==> src/rtl/ro_puf_ctrl.sv <==
// Ring-oscillator PUF controller: settles, counts edges of two challenge-selected oscillators, compares.
// Define RO_PUF_CTRL_MARGIN_EN to report |cntA-cntB| on margin; otherwise margin is tied to zero.
module ro_puf_ctrl #(
  parameter int SETTLE_CYCLES = 16,
  parameter int WINDOW_CYCLES = 4096,
  parameter int CNT_W         = 16
) (
  input  logic             clk,
  input  logic             reset_n,
  input  logic             start,
  input  logic             abort,
  input  logic [7:0]       challenge,
  input  logic [15:0]      ro_outputs,
  output logic             ro_enable,
  output logic             busy,
  output logic             resp_valid,
  output logic             response,
  output logic             resp_err,
  output logic [CNT_W-1:0] margin
);

  localparam int MAX_CYC = (SETTLE_CYCLES > WINDOW_CYCLES) ? SETTLE_CYCLES : WINDOW_CYCLES;
  localparam int TMR_W   = $clog2(MAX_CYC + 1);
  localparam logic [TMR_W-1:0] SETTLE_LAST = TMR_W'(SETTLE_CYCLES - 1);
  localparam logic [TMR_W-1:0] WINDOW_LAST = TMR_W'(WINDOW_CYCLES - 1);

  typedef enum logic [2:0] {
    IDLE    = 3'd0,
    SETTLE  = 3'd1,
    MEASURE = 3'd2,
    COMPARE = 3'd3,
    DONE    = 3'd4
  } state_e;

  state_e             state_q, state_d;
  logic [TMR_W-1:0]   timer_q, timer_d;
  logic [7:0]         chal_q, chal_d;
  logic [CNT_W-1:0]   cnt_a_q, cnt_a_d;
  logic [CNT_W-1:0]   cnt_b_q, cnt_b_d;
  logic [15:0]        sync1_q, sync1_d;
  logic [15:0]        sync2_q, sync2_d;
  logic [15:0]        sync3_q, sync3_d;
  logic               ro_enable_q, ro_enable_d;
  logic               busy_q, busy_d;
  logic               resp_valid_q, resp_valid_d;
  logic               response_q, response_d;
  logic               resp_err_q, resp_err_d;
`ifdef RO_PUF_CTRL_MARGIN_EN
  logic [CNT_W-1:0]   margin_q, margin_d;
`endif

  logic rise_a, rise_b;

  // Edge detect sits on the already-synchronized 2nd/3rd stages, so counting never sees metastable data.
  assign rise_a = sync2_q[chal_q[7:4]] & ~sync3_q[chal_q[7:4]];
  assign rise_b = sync2_q[chal_q[3:0]] & ~sync3_q[chal_q[3:0]];

  always_comb begin
    state_d      = state_q;
    timer_d      = timer_q;
    chal_d       = chal_q;
    cnt_a_d      = cnt_a_q;
    cnt_b_d      = cnt_b_q;
    sync1_d      = ro_outputs;
    sync2_d      = sync1_q;
    sync3_d      = sync2_q;
    resp_valid_d = 1'b0;
    response_d   = response_q;
    resp_err_d   = resp_err_q;
`ifdef RO_PUF_CTRL_MARGIN_EN
    margin_d     = margin_q;
`endif

    case (state_q)
      IDLE: begin
        if (start && !abort) begin
          chal_d  = challenge;
          cnt_a_d = '0;
          cnt_b_d = '0;
          timer_d = '0;
          if (challenge[7:4] == challenge[3:0]) begin
            state_d    = DONE;
            resp_err_d = 1'b1;
            response_d = 1'b0;
`ifdef RO_PUF_CTRL_MARGIN_EN
            margin_d   = '0;
`endif
          end else begin
            state_d = SETTLE;
          end
        end
      end
      SETTLE: begin
        if (abort) begin
          state_d = IDLE;
        end else if (timer_q == SETTLE_LAST) begin
          state_d = MEASURE;
          timer_d = '0;
        end else begin
          timer_d = timer_q + TMR_W'(1);
        end
      end
      MEASURE: begin
        if (abort) begin
          state_d = IDLE;
        end else begin
          // Counters stick at all-ones so a fast oscillator can never wrap below a slow one.
          if (rise_a && (cnt_a_q != '1)) cnt_a_d = cnt_a_q + CNT_W'(1);
          if (rise_b && (cnt_b_q != '1)) cnt_b_d = cnt_b_q + CNT_W'(1);
          if (timer_q == WINDOW_LAST) begin
            state_d = COMPARE;
            timer_d = '0;
          end else begin
            timer_d = timer_q + TMR_W'(1);
          end
        end
      end
      COMPARE: begin
        if (abort) begin
          state_d = IDLE;
        end else begin
          response_d = (cnt_a_q > cnt_b_q);
          resp_err_d = 1'b0;
`ifdef RO_PUF_CTRL_MARGIN_EN
          margin_d   = (cnt_a_q > cnt_b_q) ? (cnt_a_q - cnt_b_q) : (cnt_b_q - cnt_a_q);
`endif
          state_d    = DONE;
        end
      end
      DONE: begin
        resp_valid_d = 1'b1;
        state_d      = IDLE;
      end
      default: state_d = IDLE;
    endcase

    ro_enable_d = (state_d == SETTLE) || (state_d == MEASURE);
    busy_d      = (state_d != IDLE);
  end

  always_ff @(posedge clk or negedge reset_n) begin
    if (!reset_n) begin
      state_q      <= IDLE;
      timer_q      <= '0;
      chal_q       <= '0;
      cnt_a_q      <= '0;
      cnt_b_q      <= '0;
      sync1_q      <= '0;
      sync2_q      <= '0;
      sync3_q      <= '0;
      ro_enable_q  <= 1'b0;
      busy_q       <= 1'b0;
      resp_valid_q <= 1'b0;
      response_q   <= 1'b0;
      resp_err_q   <= 1'b0;
    end else begin
      state_q      <= state_d;
      timer_q      <= timer_d;
      chal_q       <= chal_d;
      cnt_a_q      <= cnt_a_d;
      cnt_b_q      <= cnt_b_d;
      sync1_q      <= sync1_d;
      sync2_q      <= sync2_d;
      sync3_q      <= sync3_d;
      ro_enable_q  <= ro_enable_d;
      busy_q       <= busy_d;
      resp_valid_q <= resp_valid_d;
      response_q   <= response_d;
      resp_err_q   <= resp_err_d;
    end
  end

`ifdef RO_PUF_CTRL_MARGIN_EN
  always_ff @(posedge clk or negedge reset_n) begin
    if (!reset_n) margin_q <= '0;
    else          margin_q <= margin_d;
  end
  assign margin = margin_q;
`else
  assign margin = '0;
`endif

  assign ro_enable  = ro_enable_q;
  assign busy       = busy_q;
  assign resp_valid = resp_valid_q;
  assign response   = response_q;
  assign resp_err   = resp_err_q;

endmodule

==> config.mk <==
export PLATFORM = sky130hd
export DESIGN_NAME = ro_puf_ctrl
export DESIGN_NICKNAME = d
export VERILOG_FILES = /design/src/rtl/ro_puf_ctrl.sv
export SDC_FILE = /design/constraint.sdc
export NUM_CORES = 1
export LEC_CHECK = 0
export CAP_MARGIN = 20
export CORE_MARGIN = 1.5
export CORE_UTILIZATION = 40
export DETAILED_ROUTE_END_ITERATION = 10
export GPL_TIMING_DRIVEN = 0
export PLACE_DENSITY_LB_ADDON = 0.15
export SLEW_MARGIN = 10
export SYNTH_ARGS = -nofsm -noshare
export SYNTH_HDL_FRONTEND = slang
export SYNTH_SLANG_ARGS = --single-unit
==> constraint.sdc <==
create_clock -name clk -period 2.3 [get_ports clk]
set_clock_uncertainty 0.05 [all_clocks]
set_input_delay 0.575 -clock clk [delete_from_list [all_inputs] [get_ports clk]]
set_output_delay 0.575 -clock clk [all_outputs]
set_load 0.02 [all_outputs]
==> flow_summary.yaml, run 1 <==
critical_path:
  crit_family: "simple AND/OR/NAND/NOR gates"
  worst_path_max_delay_cell: "mux4_2"
  crit_top_cell: "or3_4"
  path_cells: "mux4_2 > and3b_1 > or3_4 > or3_4 > buf_4 > o41ai_2"
  reg2reg_to: "cnt_b_q[5]"
  cp_num_cells: 6
  max_stage_delay_ps: 540
  crit_fanout: 7
  critPathBufInv: 1
  cp-start-kind: "register"
  critPathKind: "reg2reg"
  regToRegStartpoint: "chal_q[2]"
  cp_data_required_time_ps: 2510
  cp.arrival_ps: 2750
  reg2regPathDepth: 6
  cp-end-kind: "register"
  r2r_slack_ps: -240
finish:
  fin_nets: 661
  final_util: 0.540
  area_growth_pct: 31.1
  design_area_um2: 7180
  drive_gt1_frac: 0.273
  n_antenna_cell: 0
floorplan:
  dieArea_um2: 14400
  chipWidth_um: 120
  rows: 42
  io_pins: 49
  start_util: 0.412
  core_area_um2: 13300
  dieHeight_um: 120
synth:
  synthCells: 531
  syn_area_um2: 5480
  postSynth.topFlopCell: "dfrtp_1"
  ys_types: 64
  synth_area_per_cell_um2: 10.3
  synth_seq_area_share: 0.498
  yosys_warnings: 0
  synth_enable_flop_cells: 0
  synth-seq-cells: 109
  ys_async_sr_fraction: 1.00
clock_network:
  max-clock-path-buffers: 2
  clockRootBuffer: "clkbuf_16"
  cts_made_buffers: 9
  postCtsHoldBufs: 0
  cts_tree: "done"
  clkTransAtPathRegs_ps: 80
  clkLatencyLatePin_ps: 360
  clkSinkCount: 109
  h-tree-depth: 3
timing:
  fin_ws_ps: -239
  relSlewSlack: 0.614
  hold_ws_ps: 75.8
  period_share: 1.10
  rsz0062_at_grt: "yes"
  drv_slew: 0
  worst_slew_pin_slew_ps: 572
  setup_viol: 31
  finalHoldViolations: 0
  layout_min_cycle_time_ps: 2540
  fmax_ghz: 0.394
detailed_routing:
  drt_iter0_drc: 291
  dr_total_vias: 4430
  wl_per_cell_um: 17.2
  drt_pass1_iterations: 5
  ant_nets: 0
  drc: 0
  vias_per_cell: 5.57
  drt_wl_total_mm: 13.6
status:
  status: "finished, violations left"
  violations: "negative setup slack"
placed_design:
  hpwl_mm: 9.10
  gp_congestion: 0.839
  place_area_um2: 6140
  portBuffers: 32
  preCtsSetupSlack_ps: -1020
global_route:
  grt_pass1_wl_mm: 22.5
  antenna_found_initial: 0
  grt-ovfl-total: 0
  first_global_vias: 4467
  grt_util_all_layers: 0.200
  grt_max_degree: 65
min_path:
  hold_path.class: "in2async"
run:
  maxCapViolCount: 0
power:
  leakagePower_uw: 0.00304
  power.density_nw_per_um2: 635
  ir_drop_mv: 0.627
-- area by class of cell --
type / instances / area [um^2]
well taps: 176 / 220
plain buffers: 33 / 260
flip-flops and latches: 109 / 2730
clock inverters: 5 / 42.5
repair buffers: 63 / 611
fillers: 1178 / 6110
clock buffers: 11 / 233
inverters: 23 / 86.3
multi-input cells: 375 / 3000
-- through the flow --
| stage | instances | TNS (ps) | power [uW] |
|---|---|---|---|
| after detailed placement | 755 | -33480 | 2810 |
| after global placement | 754 | -426510 | 2780 |
| final | 795 | -4420 | 4560 |
| after floorplan | 546 | -355 | 2540 |
| after global routing | 795 | -6660 | 4770 |
| after CTS | 790 | -3560 | 4550 |
-- timing repair --
item / 4_1_cts / 5_1_grt
pin swaps: 30 / 14
resized for setup: 90 / 36
hold endpoints to repair: 0 / 0
gates cloned: 3 / 1
buffers inserted: 19 / 7
endpoints found under the setup margin: 52 / 41
-- registers in the layout (all words and copies together), names as in the netlist --
signal,cells
resp_valid,1
chal_q,8
response,1
busy,1
sync1_q,16
resp_err,1
sync3_q,16
state_q,3
cnt_b_q,16
sync2_q,16
timer_q,13
cnt_a_q,16
ro_enable,1
-- logic make-up (layout without fill, tap and decap cells) --
| kind of cell | after synthesis | count (layout) | share of synthesized area |
|---|---|---|---|
| flops | 109 | 109 | 0.498 |
| compound gates | 107 | 107 | 0.136 |
| other cells | 1 | 16 | 0.000684 |
| buf+inv | 62 | 135 | 0.0571 |
| fa+ha+maj | 19 | 19 | 0.0434 |
| xor+xnor | 11 | 11 | 0.0176 |
| simple gates | 209 | 209 | 0.217 |
| mux | 13 | 13 | 0.0308 |
-- routing by layer --
| metal | wire length [um] | GRT usage | part of all wire | vias to the layer above |
|---|---|---|---|---|
| li1 | - | - | - | 2079 |
| met4 | 218 | 0.0833 | 0.016 | 0 |
| met5 | 0 | 0 | 0 | - |
| met2 | 6830 | 0.330 | 0.50 | 123 |
| met3 | 637 | 0.0333 | 0.047 | 13 |
| met1 | 5960 | 0.260 | 0.44 | 2215 |
-- power breakdown --
part	internal [uW]	total, uW	switching, uW	leakage [uW]
logic	502	949	448	0.00153
clock network	752	1490	734	0.000132
registers	2020	2130	105	0.00138
-- cells in the final DEF (no fill, tap or decap), types with 5 or more instances in the layout --
cell,instances
a211oi_2,5
a21o_1,7
a21oi_1,13
buf_4,39
buf_6,10
clkbuf_16,10
clkbuf_2,5
clkdlybuf4s50_1,31
conb_1,16
dfrtp_1,104
dfrtp_2,5
ha_1,19
inv_1,23
mux2_2,8
nand2_1,40
nand2b_1,5
nand3_1,15
nand3b_1,5
nand4_1,16
nor2_1,37
nor3_1,14
nor3_2,5
nor4_1,5
o211ai_1,7
o21ai_0,16
o21ai_1,6
o31ai_2,6
o31ai_4,10
xnor2_1,7
-- cell usage after synthesis, drive strengths merged, types with 15 or more instances --
cell type / n / area (um^2)
o31ai: 17 / 143
nand2: 40 / 150
ha: 19 / 238
nor3: 20 / 100
nand3: 17 / 85.1
nand4: 16 / 100
o21ai: 26 / 130
dfrtp: 109 / 2730
buf: 22 / 163
clkbuf: 17 / 63.8
a21oi: 15 / 75.1
nor2: 39 / 146
inv: 23 / 86.3
-- worst max path at each step --
stage | from | endpoint | slack, ps
floorplan | sync3_q[7] | cnt_b_q[3] | -60
global placement | reset_n | timer_q[2] | -3610
detailed placement | abort | cnt_a_q[4] | -1020
CTS | chal_q[4] | cnt_a_q[13] | -210
global route | chal_q[2] | cnt_b_q[4] | -300
finish | chal_q[2] | cnt_b_q[5] | -240
No activity file was read; power rests on OpenSTA's default activity.
==> run 2: changes to the inputs <==
--- a/config.mk
+++ b/config.mk
@@ -11,7 +11,8 @@
 export DETAILED_ROUTE_END_ITERATION = 10
 export GPL_TIMING_DRIVEN = 0
 export PLACE_DENSITY_LB_ADDON = 0.15
-export SLEW_MARGIN = 10
+export RECOVER_POWER = 50
+export SLEW_MARGIN = 20
 export SYNTH_ARGS = -nofsm -noshare
 export SYNTH_HDL_FRONTEND = slang
 export SYNTH_SLANG_ARGS = --single-unit
==> run 2 against run 1 <==
The run still ends with negative setup slack left. Largest cell class unchanged. Die area is the same. Via count is essentially flat. Clock-buffer cell count is the same. Non-clock buffer count is the same. Combinational power shrank 1%.
==> flow_summary.yaml, run 2 (synthesis gave the netlist of run 1 again) <==
status:
  status: "finished, violations left"
  violations: "negative setup slack"
global_route:
  grt_max_degree: 65
  grt_pass1_wl_mm: 22.5
  grt-ovfl-total: 0
  first_global_vias: 4467
  antenna_found_initial: 0
  grt_util_all_layers: 0.200
detailed_routing:
  wl_per_cell_um: 17.2
  vias_per_cell: 5.57
  dr_wl_met2_mm: 6.83
  routed.top_layer: "met4"
  ant_nets: 0
  drt_pass1_iterations: 4
  drt_iter0_drc: 265
  wl_met1_mm: 5.99
  drc: 0
  routed-wl-met3_um: 608
  dr_total_vias: 4432
  drt_wl_total_mm: 13.7
clock_network:
  cts_tree: "done"
  max-clock-path-buffers: 2
  cts_made_buffers: 9
  clkSinkCount: 109
  clkTransAtPathRegs_ps: 80
  clkLatencyLatePin_ps: 360
  postCtsHoldBufs: 0
  clockRootBuffer: "clkbuf_16"
  h-tree-depth: 3
power:
  total_power_uw: 4560
  leakagePower_uw: 0.00303
  power.density_nw_per_um2: 637
  ir_drop_mv: 0.627
timing:
  setup_viol: 31
  worst_slew_pin_slew_ps: 1090
  layout_min_cycle_time_ps: 2540
  period_share: 1.11
  finalHoldViolations: 0
  relSlewSlack: 0.273
  fmax_ghz: 0.393
  drv_slew: 0
  fin_ws_ps: -243
  rsz0062_at_grt: "yes"
placed_design:
  gp_congestion: 0.839
  place_area_um2: 6140
  portBuffers: 32
  preCtsSetupSlack_ps: -1020
  hpwl_mm: 9.10
  dp.cells: 755
run:
  maxCapViolCount: 0
critical_path:
  reg2reg_to: "cnt_b_q[14]"
  r2r_slack_ps: -240
  crit_top_cell: "or3_4"
  cp_data_required_time_ps: 2520
  max_stage_delay_ps: 540
  path_cells: "mux4_2 > and3b_1 > or3_4 > or3_4 > buf_12 > o211ai_1"
  regToRegStartpoint: "chal_q[2]"
  cp-start-kind: "register"
  reg2regPathDepth: 6
  crit_family: "simple AND/OR/NAND/NOR gates"
  worst_path_max_delay_cell: "mux4_2"
  cp-end-kind: "register"
  critPathKind: "reg2reg"
  critPathBufInv: 1
  crit_fanout: 7
  cp.arrival_ps: 2760
finish:
  n_antenna_cell: 0
  multi_input_area_um2: 3000
  register_area_um2: 2730
  drive_gt1_frac: 0.273
  layout_commonest_cell: "dfrtp_1"
  nFillCells: 1179
  design_area_um2: 7160
  fin_nets: 661
  fin_cells: 795
  layout_common_cells: "dfrtp_1 (104), nand2_1 (40), buf_4 (39), nor2_1 (37), inv_1 (23)"
  area_growth_pct: 30.6
floorplan:
  io_pins: 49
  core_area_um2: 13300
  dieHeight_um: 120
  start_util: 0.412
  rows: 42
  dieArea_um2: 14400
  chipWidth_um: 120
min_path:
  min_path_cells: 0
  worstHoldStart: "sync1_q[2]"
  hold_path_end: "sync2_q[2]"
  hold_path.class: "reg2reg"
-- run 2: per-stage QoR --
| step | hold slack (ps) | setup TNS [ps] | util |
|---|---|---|---|
| floorplan | 229 | -355 | - |
| global placement | 281 | -426510 | 0.459 |
| detailed placement | 285 | -33480 | 0.462 |
| CTS | 97.2 | -3560 | 0.524 |
| global route | 307 | -14920 | 0.538 |
| finish | 299 | -4490 | 0.538 |
-- run 2: how the worst max path moves through the flow --
stage | slack, ps | from | end | cells after the start
3_3_place_gp | -3610 | reset_n | timer_q[2] | 1
2_1_floorplan | -60 | sync3_q[7] | cnt_b_q[3] | 8
5_1_grt | -300 | chal_q[2] | cnt_b_q[4] | 8
4_1_cts | -210 | chal_q[4] | cnt_a_q[13] | 8
3_5_place_dp | -1020 | abort | cnt_a_q[4] | 8
6_report | -240 | chal_q[2] | cnt_b_q[14] | 6
-- run 2: worst reg2reg max path, cell delays in order, from the launching register on --
cell	delay [ps]
dfrtp_2	480
mux4_2	540
and3b_1	190
or3_4	370
or3_4	460
buf_12	180
o211ai_1	180
-- run 2: where the power goes --
group	total [uW]	internal [uW]	switching, uW
sequential	2130	2020	105
clock	1490	753	738
combinational	939	491	448
total	4560	3260	1290
-- run 2: final cells by class --
| class | count | area share |
|---|---|---|
| multi-input combinational | 375 | 0.419 |
| inverter | 23 | 0.0121 |
| clock inverter | 5 | 0.00594 |
| tap | 176 | 0.0308 |
| clock buffer | 11 | 0.0325 |
| sequential | 109 | 0.382 |
| buffer | 33 | 0.0364 |
| timing repair buffer | 63 | 0.0816 |
-- run 2: timing repair --
item,CTS,global route
buffers inserted,19,7
resized for setup,90,36
gates cloned,3,1
endpoints found under the setup margin,52,41
pin swaps,30,14
-- run 2: routing by layer --
metal	up-vias	global-route usage
li1	2077	-
met1	2217	0.260
met2	123	0.330
met3	15	0.0333
met4	0	0.0833
met5	-	0
==> run 3: changes to the inputs <==
--- a/config.mk
+++ b/config.mk
@@ -9,6 +9,7 @@
 export CORE_MARGIN = 1.5
 export CORE_UTILIZATION = 40
 export DETAILED_ROUTE_END_ITERATION = 10
+export DONT_BUFFER_PORTS = 1
 export GPL_TIMING_DRIVEN = 0
 export PLACE_DENSITY_LB_ADDON = 0.15
 export RECOVER_POWER = 50
==> run 3 against run 2 <==
The run ends with negative hold slack, negative setup slack left. Sequential cell count is the same. Clock-buffer cell count decreased by 2. Largest cell class unchanged. Largest power group unchanged. Register-to-register slack improved by 60 ps. Critical path depth rose by 2. Routed wire length is 2.3% lower. Die area stayed put. Sequential power about the same. First-iteration DRC count down 21%. Clock power increased by 7%. Final cell count decreased by 5.3%. Core utilization is 3.2 points lower.
==> flow_summary.yaml, run 3 (synthesis gave the netlist of run 1 again) <==
status:
  status: "finished, violations left"
  violations: "negative hold slack, negative setup slack"
timing:
  fmax_ghz: 0.402
  worst_slew_pin_slew_ps: 567
  drv_slew: 0
  layout_min_cycle_time_ps: 2490
  setup_viol: 29
  fin_ws_ps: -187
  relSlewSlack: 0.620
  period_share: 1.08
  finalHoldViolations: 109
  hold_ws_ps: -137
  rsz0062_at_grt: "yes"
critical_path:
  crit_fanout: 7
  critPathBufInv: 2
  critPathKind: "reg2reg"
  cp_data_required_time_ps: 2520
  crit_top_cell: "or3_4"
  path_cells: "buf_6 > or3b_4 > a21oi_2 > nor4_2 > or3_4 > or3_4 > buf_12 > o211ai_1"
  cp_num_cells: 8
  reg2regPathDepth: 8
  crit_family: "simple AND/OR/NAND/NOR gates"
  worst_path_max_delay_cell: "dfrtp_2"
  cp.arrival_ps: 2710
  cp-start-kind: "register"
  cp-end-kind: "register"
  max_stage_delay_ps: 470
detailed_routing:
  drc: 0
  ant_nets: 0
  vias_per_cell: 5.63
  dr_total_vias: 4239
  drt_iter0_drc: 210
  drt_pass1_iterations: 5
  wl_per_cell_um: 17.7
  drt_wl_total_mm: 13.4
placed_design:
  gp_congestion: 0.810
  hpwl_mm: 8.94
  portBuffers: 0
  preCtsSetupSlack_ps: -602
finish:
  layout_commonest_cell: "dfrtp_1"
  layout_common_cells: "dfrtp_1 (105), nand2_1 (40), nor2_1 (38), buf_4 (33), inv_1 (23)"
  area_growth_pct: 23.0
  n_antenna_cell: 0
  final_util: 0.507
  fin_nets: 619
  drive_gt1_frac: 0.255
global_route:
  grt_pass1_wl_mm: 21.9
  grt-ovfl-total: 0
  first_global_vias: 4272
  grt_max_degree: 110
  grt_util_all_layers: 0.194
  antenna_found_initial: 0
floorplan:
  rows: 42
  dieArea_um2: 14400
  io_pins: 49
  core_area_um2: 13300
  chipWidth_um: 120
  dieHeight_um: 120
  start_util: 0.412
clock_network:
  clkSinkCount: 109
  max-clock-path-buffers: 2
  cts_tree: "done"
  clkTransAtPathRegs_ps: 80
  h-tree-depth: 3
  clockRootBuffer: "clkbuf_16"
  cts_made_buffers: 9
  clkLatencyLatePin_ps: 360
min_path:
  hold_path.class: "in2async"
power:
  power.density_nw_per_um2: 657
  leakagePower_uw: 0.00283
  ir_drop_mv: 0.475
run:
  maxCapViolCount: 0
## run 3: changes by cell type in the layout (fill, tap and decap cells not counted), moves of 4 or more
cell,before,now
dlygate4sd3_1,16,0
a211oi_2,5,1
buf_6,9,5
o31ai_2,6,1
clkdlybuf4s50_1,15,0
buf_4,39,33
a211oi_1,1,5
## run 3: layout make-up
class / count / area (um^2)
multi-input cells: 375 / 2960
flip-flops and latches: 109 / 2730
repair buffers: 19 / 164
well taps: 176 / 220
clock inverters: 7 / 86.3
plain buffers: 35 / 268
clock buffers: 9 / 225
inverters: 23 / 86.3
fillers: 1210 / 6560
## run 3: what timing repair did
item | 4_1_cts | 5_1_grt
pin swaps | 11 | 13
gates cloned | 2 | 1
gates resized for setup | 62 | 51
setup endpoints to repair | 52 | 40
endpoints found under the hold margin | 109 | 109
buffers inserted | 7 | 9
## run 3: worst paths after layout
path                                     from          end  slack, ps
worst max-delay path                chal_q[2]  cnt_b_q[14]       -190
worst min-delay path                  reset_n   sync3_q[5]       -140
worst max register to register      chal_q[2]  cnt_b_q[14]       -190
worst min register to register     sync1_q[1]   sync2_q[1]        300
max in group asynchronous             reset_n   cnt_a_q[0]       2160
min in group clk                ro_outputs[7]   sync1_q[7]        180
## run 3: stage by stage
stage | power [uW] | cells | setup TNS [ps] | area, um^2
floorplan | 2540 | 546 | -355 | 5570
global placement | 2660 | 722 | -18730 | 5790
detailed placement | 2680 | 722 | -18850 | 5790
CTS | 4390 | 746 | -3480 | 6420
global route | 4620 | 753 | -5530 | 6740
finish | 4430 | 753 | -3450 | 6740
## run 3: power breakdown
group	leakage, uW	internal, uW	total [uW]	switching [uW]
combinational	0.00130	344	696	352
clock	0.000150	779	1590	812
sequential	0.00138	2020	2140	122
## run 3: layer usage
metal	global-route usage	up-vias	share of wire
met2	0.303	108	0.48
met3	0.0447	23	0.050
met5	0	-	0
met1	0.261	2110	0.45
met4	0.0796	0	0.027
li1	-	1998	-
